===== config.mk =====
export PLATFORM = sky130hd
export DESIGN_NAME = traffic_lane_scheduler
export DESIGN_NICKNAME = d
export VERILOG_FILES = /design/src/rtl/traffic_lane_scheduler.sv
export SDC_FILE = /design/constraint.sdc
export NUM_CORES = 1
export LEC_CHECK = 0
export BUFFER_PORTS_ARGS = -buffer_cell sky130_fd_sc_hd__buf_4
export CORE_MARGIN = 2
export CORE_UTILIZATION = 50
export CTS_CLUSTER_DIAMETER = 120
export DETAILED_ROUTE_END_ITERATION = 7
export PLACE_DENSITY_LB_ADDON = 0.25
export SETUP_SLACK_MARGIN = 0.15
export SYNTH_ARGS = -nofsm -noshare
export SYNTH_HDL_FRONTEND = slang
export SYNTH_SLANG_ARGS = --single-unit
export TNS_END_PERCENT = 50

===== constraint.sdc =====
create_clock -name clk -period 2.4 [get_ports clk]
set_clock_uncertainty 0.2 [all_clocks]
set_input_delay 0.48 -clock clk [delete_from_list [all_inputs] [get_ports clk]]
set_output_delay 0.48 -clock clk [all_outputs]
set_load 0.02 [all_outputs]

===== src/rtl/traffic_lane_scheduler.sv =====
// traffic_lane_scheduler: round-robin respawn arbiter that grants one vehicle per frame a free lane
//
// Ports:
//   clk          pixel clock
//   resetN       synchronous active-low reset
//   frame_start  one-cycle pulse per frame
//   random       free-running random value, bits [1:0] seed the lane search
//   respawn_req  per-vehicle level request, held until its ack
//   ack          one-hot grant pulse to the winning vehicle
//   spawn_valid  high for the grant cycle only
//   spawn_id     index of the granted vehicle
//   spawn_x      left x of the assigned lane
//   lane_busy    lane occupancy bitmap
//   busy         high whenever the FSM is not idle
//
// Build option: define SPAWN_COOLDOWN_EN to enforce SPAWN_GAP_FRAMES idle frames after each grant.
module traffic_lane_scheduler #(
    parameter int          NUM_VEHICLES = 4,
    parameter logic [10:0] LANE_X0      = 11'd140,
    parameter logic [10:0] LANE_X1      = 11'd180,
    parameter logic [10:0] LANE_X2      = 11'd220,
    parameter logic [10:0] LANE_X3      = 11'd260
`ifdef SPAWN_COOLDOWN_EN
    ,
    parameter int          SPAWN_GAP_FRAMES = 3
`endif
) (
    input  logic                    clk,
    input  logic                    resetN,
    input  logic                    frame_start,
    input  logic [10:0]             random,
    input  logic [NUM_VEHICLES-1:0] respawn_req,
    output logic [NUM_VEHICLES-1:0] ack,
    output logic                    spawn_valid,
    output logic [1:0]              spawn_id,
    output logic [10:0]             spawn_x,
    output logic [3:0]              lane_busy,
    output logic                    busy
);
    typedef enum logic [1:0] {IDLE, ARB, PICK, GRANT} state_t;

    state_t      state;
    logic [1:0]  cand, winner, lane, scan, rr_ptr, win, idx;
    logic [3:0]  req, owner_valid;
    logic [1:0]  owner_lane [4];
    logic        found, hold, unused_random;

    assign req           = 4'(respawn_req);
    assign unused_random = ^random[10:2];

`ifdef SPAWN_COOLDOWN_EN
    logic [7:0] cooldown;
    assign hold = cooldown != 8'd0;
`else
    assign hold = 1'b0;
`endif

    function automatic logic [10:0] lane_x(input logic [1:0] l);
        return l == 2'd0 ? LANE_X0 : l == 2'd1 ? LANE_X1 : l == 2'd2 ? LANE_X2 : LANE_X3;
    endfunction

    // Descending scan so the last hit is the closest requester at or above rr_ptr.
    always_comb begin
        win   = '0;
        found = 1'b0;
        idx   = '0;
        for (int k = NUM_VEHICLES - 1; k >= 0; k--) begin
            idx = 2'((int'(rr_ptr) + k) % NUM_VEHICLES);
            if (req[idx]) begin
                win   = idx;
                found = 1'b1;
            end
        end
    end

    always_ff @(posedge clk) begin
        if (!resetN) begin
            state       <= IDLE;
            cand        <= '0;
            winner      <= '0;
            lane        <= '0;
            scan        <= '0;
            rr_ptr      <= '0;
            owner_valid <= '0;
            owner_lane  <= '{default: 2'd0};
            lane_busy   <= '0;
            ack         <= '0;
            spawn_valid <= 1'b0;
            spawn_id    <= '0;
            spawn_x     <= '0;
            busy        <= 1'b0;
`ifdef SPAWN_COOLDOWN_EN
            cooldown    <= '0;
`endif
        end else begin
            ack         <= '0;
            spawn_valid <= 1'b0;
            spawn_id    <= '0;
            spawn_x     <= '0;
            case (state)
                IDLE: if (frame_start) begin
                    if (hold) begin
`ifdef SPAWN_COOLDOWN_EN
                        cooldown <= cooldown - 8'd1;
`endif
                    end else begin
                        cand <= random[1:0];
                        if (|req) begin
                            state <= ARB;
                            busy  <= 1'b1;
                        end
                    end
                end
                ARB: if (found) begin
                    // The winner gives up its old lane before the search so it may land back on it.
                    winner <= win;
                    if (owner_valid[win]) lane_busy[owner_lane[win]] <= 1'b0;
                    owner_valid[win] <= 1'b0;
                    scan  <= '0;
                    state <= PICK;
                end else begin
                    state <= IDLE;
                    busy  <= 1'b0;
                end
                PICK: if (!lane_busy[cand]) begin
                    lane        <= cand;
                    state       <= GRANT;
                    ack         <= NUM_VEHICLES'(4'b0001 << winner);
                    spawn_valid <= 1'b1;
                    spawn_id    <= winner;
                    spawn_x     <= lane_x(cand);
                end else if (scan == 2'd3) begin
                    state <= IDLE;
                    busy  <= 1'b0;
                end else begin
                    cand <= cand + 2'd1;
                    scan <= scan + 2'd1;
                end
                GRANT: begin
                    lane_busy[lane]     <= 1'b1;
                    owner_lane[winner]  <= lane;
                    owner_valid[winner] <= 1'b1;
                    rr_ptr <= 2'((int'(winner) + 1) % NUM_VEHICLES);
`ifdef SPAWN_COOLDOWN_EN
                    cooldown <= 8'(SPAWN_GAP_FRAMES);
`endif
                    state <= IDLE;
                    busy  <= 1'b0;
                end
                default: state <= IDLE;
            endcase
        end
    end
endmodule


==> flow_summary_export.csv <==
group,metric,value,unit
placement,portBuffers,27,
hold_path,hp-class,"reg -> reg",
synthesis,syn_area_per_cell,8.84,um^2
critical_path,r2r_cells,5,
placement,hpwl,2.66,mm
floorplan,die_y,65.1,um
job,max_cap_viol_count,0,
placement,pre_cts_slack,0.190,ns
floorplan,pin_count,41,
detailed_routing,vias_per_cell,5.33,
final_layout,multiInputGateArea,912,um^2
grt,grt_pass1_wl,6.16,mm
cts,postCtsSetupBuffers,0,
timing,fin_setup_tns,0,ns
final_layout,diodes,0,
detailed_routing,antenna_left,0,
floorplan,initial_core_util,0.513,
detailed_routing,drc,0,
cts,cts.htree.levels,2,
placement,placed_cells,280,
floorplan,chipWidth,65.1,um
floorplan,rows,22,
power_and_ir_drop,p_int,1.22,mW
detailed_routing,avgRoutedWirePerCell,12.5,um
synthesis,synth_warnings,0,
critical_path,reg2reg_to,"lane_busy[3]",
synthesis,seq_area_frac_synth,0.462,
critical_path,arrival,2.08,ns
synthesis,synth-edff-count,0,
floorplan,core-area,3630,um^2
critical_path,r2r-start,"rr_ptr[1]",
timing,min_period,2.08,ns
cts,cts_tree,"done",
critical_path,path_max_fanout,5,
timing,fin_ws,0.324,ns
floorplan,die_area,4230,um^2
timing,final-max-slew-violation-count,0,
detailed_routing,wirelength,3.59,mm
critical_path,r2r_slack,0.32,ns
timing,rsz0062_at_grt,"false",
cts,cts.clk_slew.worst_paths,0.08,ns
cts,cts_buffers,5,
final_layout,final_nets,266,
critical_path,end_kind,"flop",
final_layout,n_fill_cell,327,
power_and_ir_drop,pwr-share-comb,0.103,
final_layout,drive_above_1_share,0.200,
placement,gp_congestion,0.793,
synthesis,ys_ff_latch,43,
synthesis,synth.distinct_cells,35,
synthesis,netlist_instances,211,
critical_path,crit_end,"lane_busy[3]",
grt,grt_max_degree,28,
power_and_ir_drop,seqPwrFrac,0.482,
critical_path,worstSetupPathType,"reg -> reg",
critical_path,crit_start,"rr_ptr[1]",
cts,clockRootBuffer,"clkbuf_8",
power_and_ir_drop,powerDensity,701,nW/um^2
critical_path,worst_setup_path_start_kind,"flop",
timing,setup_violations,0,
final_layout,fin_cells,288,
power_and_ir_drop,leakage,0.878,nW
detailed_routing,drt_iter0_drc,85,
final_layout,area_delta_synth_final,20.1,%
synthesis,syn_area,1860,um^2
power_and_ir_drop,switching_share,0.226,
detailed_routing,dr.pass1.iters,4,
timing,min_period_over_period,0.865,
timing,max_freq,482,MHz
cts,clk_latency,0.29,ns
cts,clock_sinks,43,
grt,grt_pass1_vias,1419,
grt,overflow,0,
timing,final_hold_viol_count,0,
grt,antenna_found_initial,0,
run_status,status,"complete, no violations",
power_and_ir_drop,p_clk_frac,0.415,
power_and_ir_drop,p_switching,0.355,mW
cts,cts_max_path_buffers,2,
synthesis,yosys_most_used_dff,"dfxtp_1",
grt,grt_usage,0.188,
cts,hold_buffers,0,
final_layout,seq_area,861,um^2
synthesis,async_flop_share,0,
critical_path,cp.required,2.41,ns
detailed_routing,route.vias.total,1536,
power_and_ir_drop,vdd_drop_max,0.412,mV
hold_path,hp-start,"owner_lane[1]",
[registers in the layout (all words and copies together), names as in the netlist]
| register | count |
|---|---|
| owner_lane | 8 |
| spawn_x | 7 |
| ack | 4 |
| lane_busy | 4 |
| owner_valid | 4 |
| cand | 2 |
| lane | 2 |
| rr_ptr | 2 |
| scan | 2 |
| spawn_id | 2 |
| state | 2 |
| winner | 2 |
| busy | 1 |
| spawn_valid | 1 |
[synthesized netlist by cell type (2+ instances only)]
| library cell | n | area (um^2) |
|---|---|---|
| nand2_1 | 26 | 97.6 |
| nand3_1 | 13 | 65.1 |
| or2_2 | 2 | 12.5 |
| nor2b_1 | 2 | 12.5 |
| nor3_1 | 6 | 30.0 |
| mux4_2 | 2 | 45.0 |
| nor2_1 | 16 | 60.1 |
| mux2i_1 | 8 | 80.1 |
| a21oi_1 | 26 | 130 |
| buf_4 | 4 | 30.0 |
| ha_1 | 9 | 113 |
| clkbuf_1 | 9 | 33.8 |
| nor3b_1 | 3 | 22.5 |
| nor4_1 | 2 | 12.5 |
| a311oi_1 | 2 | 17.5 |
| a31oi_1 | 3 | 18.8 |
| inv_1 | 9 | 33.8 |
| nand2b_1 | 3 | 18.8 |
| and2_1 | 2 | 12.5 |
| dfxtp_1 | 43 | 861 |
| o21ai_0 | 7 | 35.0 |
[how the worst min path moves through the flow]
| stage | cells after the start | to |
|---|---|---|
| after detailed placement | 2 | owner_lane[2] |
| after CTS | 2 | owner_lane[2] |
| after floorplan | 2 | owner_lane[2] |
| after global routing | 2 | owner_lane[0] |
| after global placement | 2 | owner_lane[4] |
| final | 2 | owner_lane[1] |
[worst max-delay path, cell delays in order, from the launching register on]
cell      delay, ns
dfxtp_1        0.45
mux2i_1        0.21
nor2_1         0.08
nor3_4         0.22
mux4_2         0.57
a311oi_1       0.26
[power groups by stage]
stage	Combinational [mW]	Clock [mW]	Sequential (mW)
global placement	0.160	0	0.773
finish	0.162	0.652	0.757
floorplan	0.113	0	0.771
CTS	0.163	0.662	0.757
global route	0.180	0.692	0.761
detailed placement	0.162	0	0.774
[routing by layer]
metal | vias up | global-route usage | wire length, um
met5 | - | 0 | 0
met4 | 0 | 0.0703 | 76
met3 | 8 | 0.0538 | 166
met2 | 30 | 0.311 | 1730
met1 | 719 | 0.232 | 1620
li1 | 779 | - | -
[what timing repair did]
action / CTS / global route
endpoints found under the setup margin: 0 / 3
resized for setup: 0 / 1
endpoints found under the hold margin: 0 / 0
[logic make-up (layout without fill, tap and decap cells)]
family,Yosys count,count (layout),share of synthesized area
AOI/OAI and AO/OA,45,45,0.144
muxes,11,11,0.0732
buffers and inverters,24,50,0.0564
adders and majority gates,9,9,0.0604
DFF,43,43,0.462
and+or+nand+nor,78,78,0.202
other,1,4,0.00201
[stage by stage]
stage,power (mW),utilization,cell area [um^2],hold WS [ns]
3_3_place_gp,0.933,0.579,2100,0.244
3_5_place_dp,0.936,0.579,2100,0.249
2_1_floorplan,0.884,-,1880,0.233
5_1_grt,1.63,0.616,2240,0.273
6_report,1.57,0.616,2240,0.257
4_1_cts,1.58,0.616,2240,0.260
[cells in the final DEF, fill, tap and decap left out, types with 2 or more instances in the layout]
cell and n:
nor2_1 15, or2_2 2, a311oi_1 2, inv_1 9, nor3_1 6, a31oi_1 3, buf_4 31, nand2_1 26
dfxtp_1 43, conb_1 4, ha_1 9, nor4_1 2, nand2b_1 3, nor2b_1 2, nand3_1 13, clkbuf_8 5
mux4_2 2, bufinv_16 2, and2_1 2, nor3b_1 3, o21ai_0 7, a21oi_1 26, mux2i_1 8
[cell type report]
cell class / instances / share of cell area
inverter: 11 / 0.0184
sequential: 43 / 0.384
multi-input combinational: 147 / 0.407
timing repair buffer: 31 / 0.104
tap: 48 / 0.0268
clock inverter: 2 / 0.0268
clock buffer: 6 / 0.0324
(Power assumes the default switching activity.)
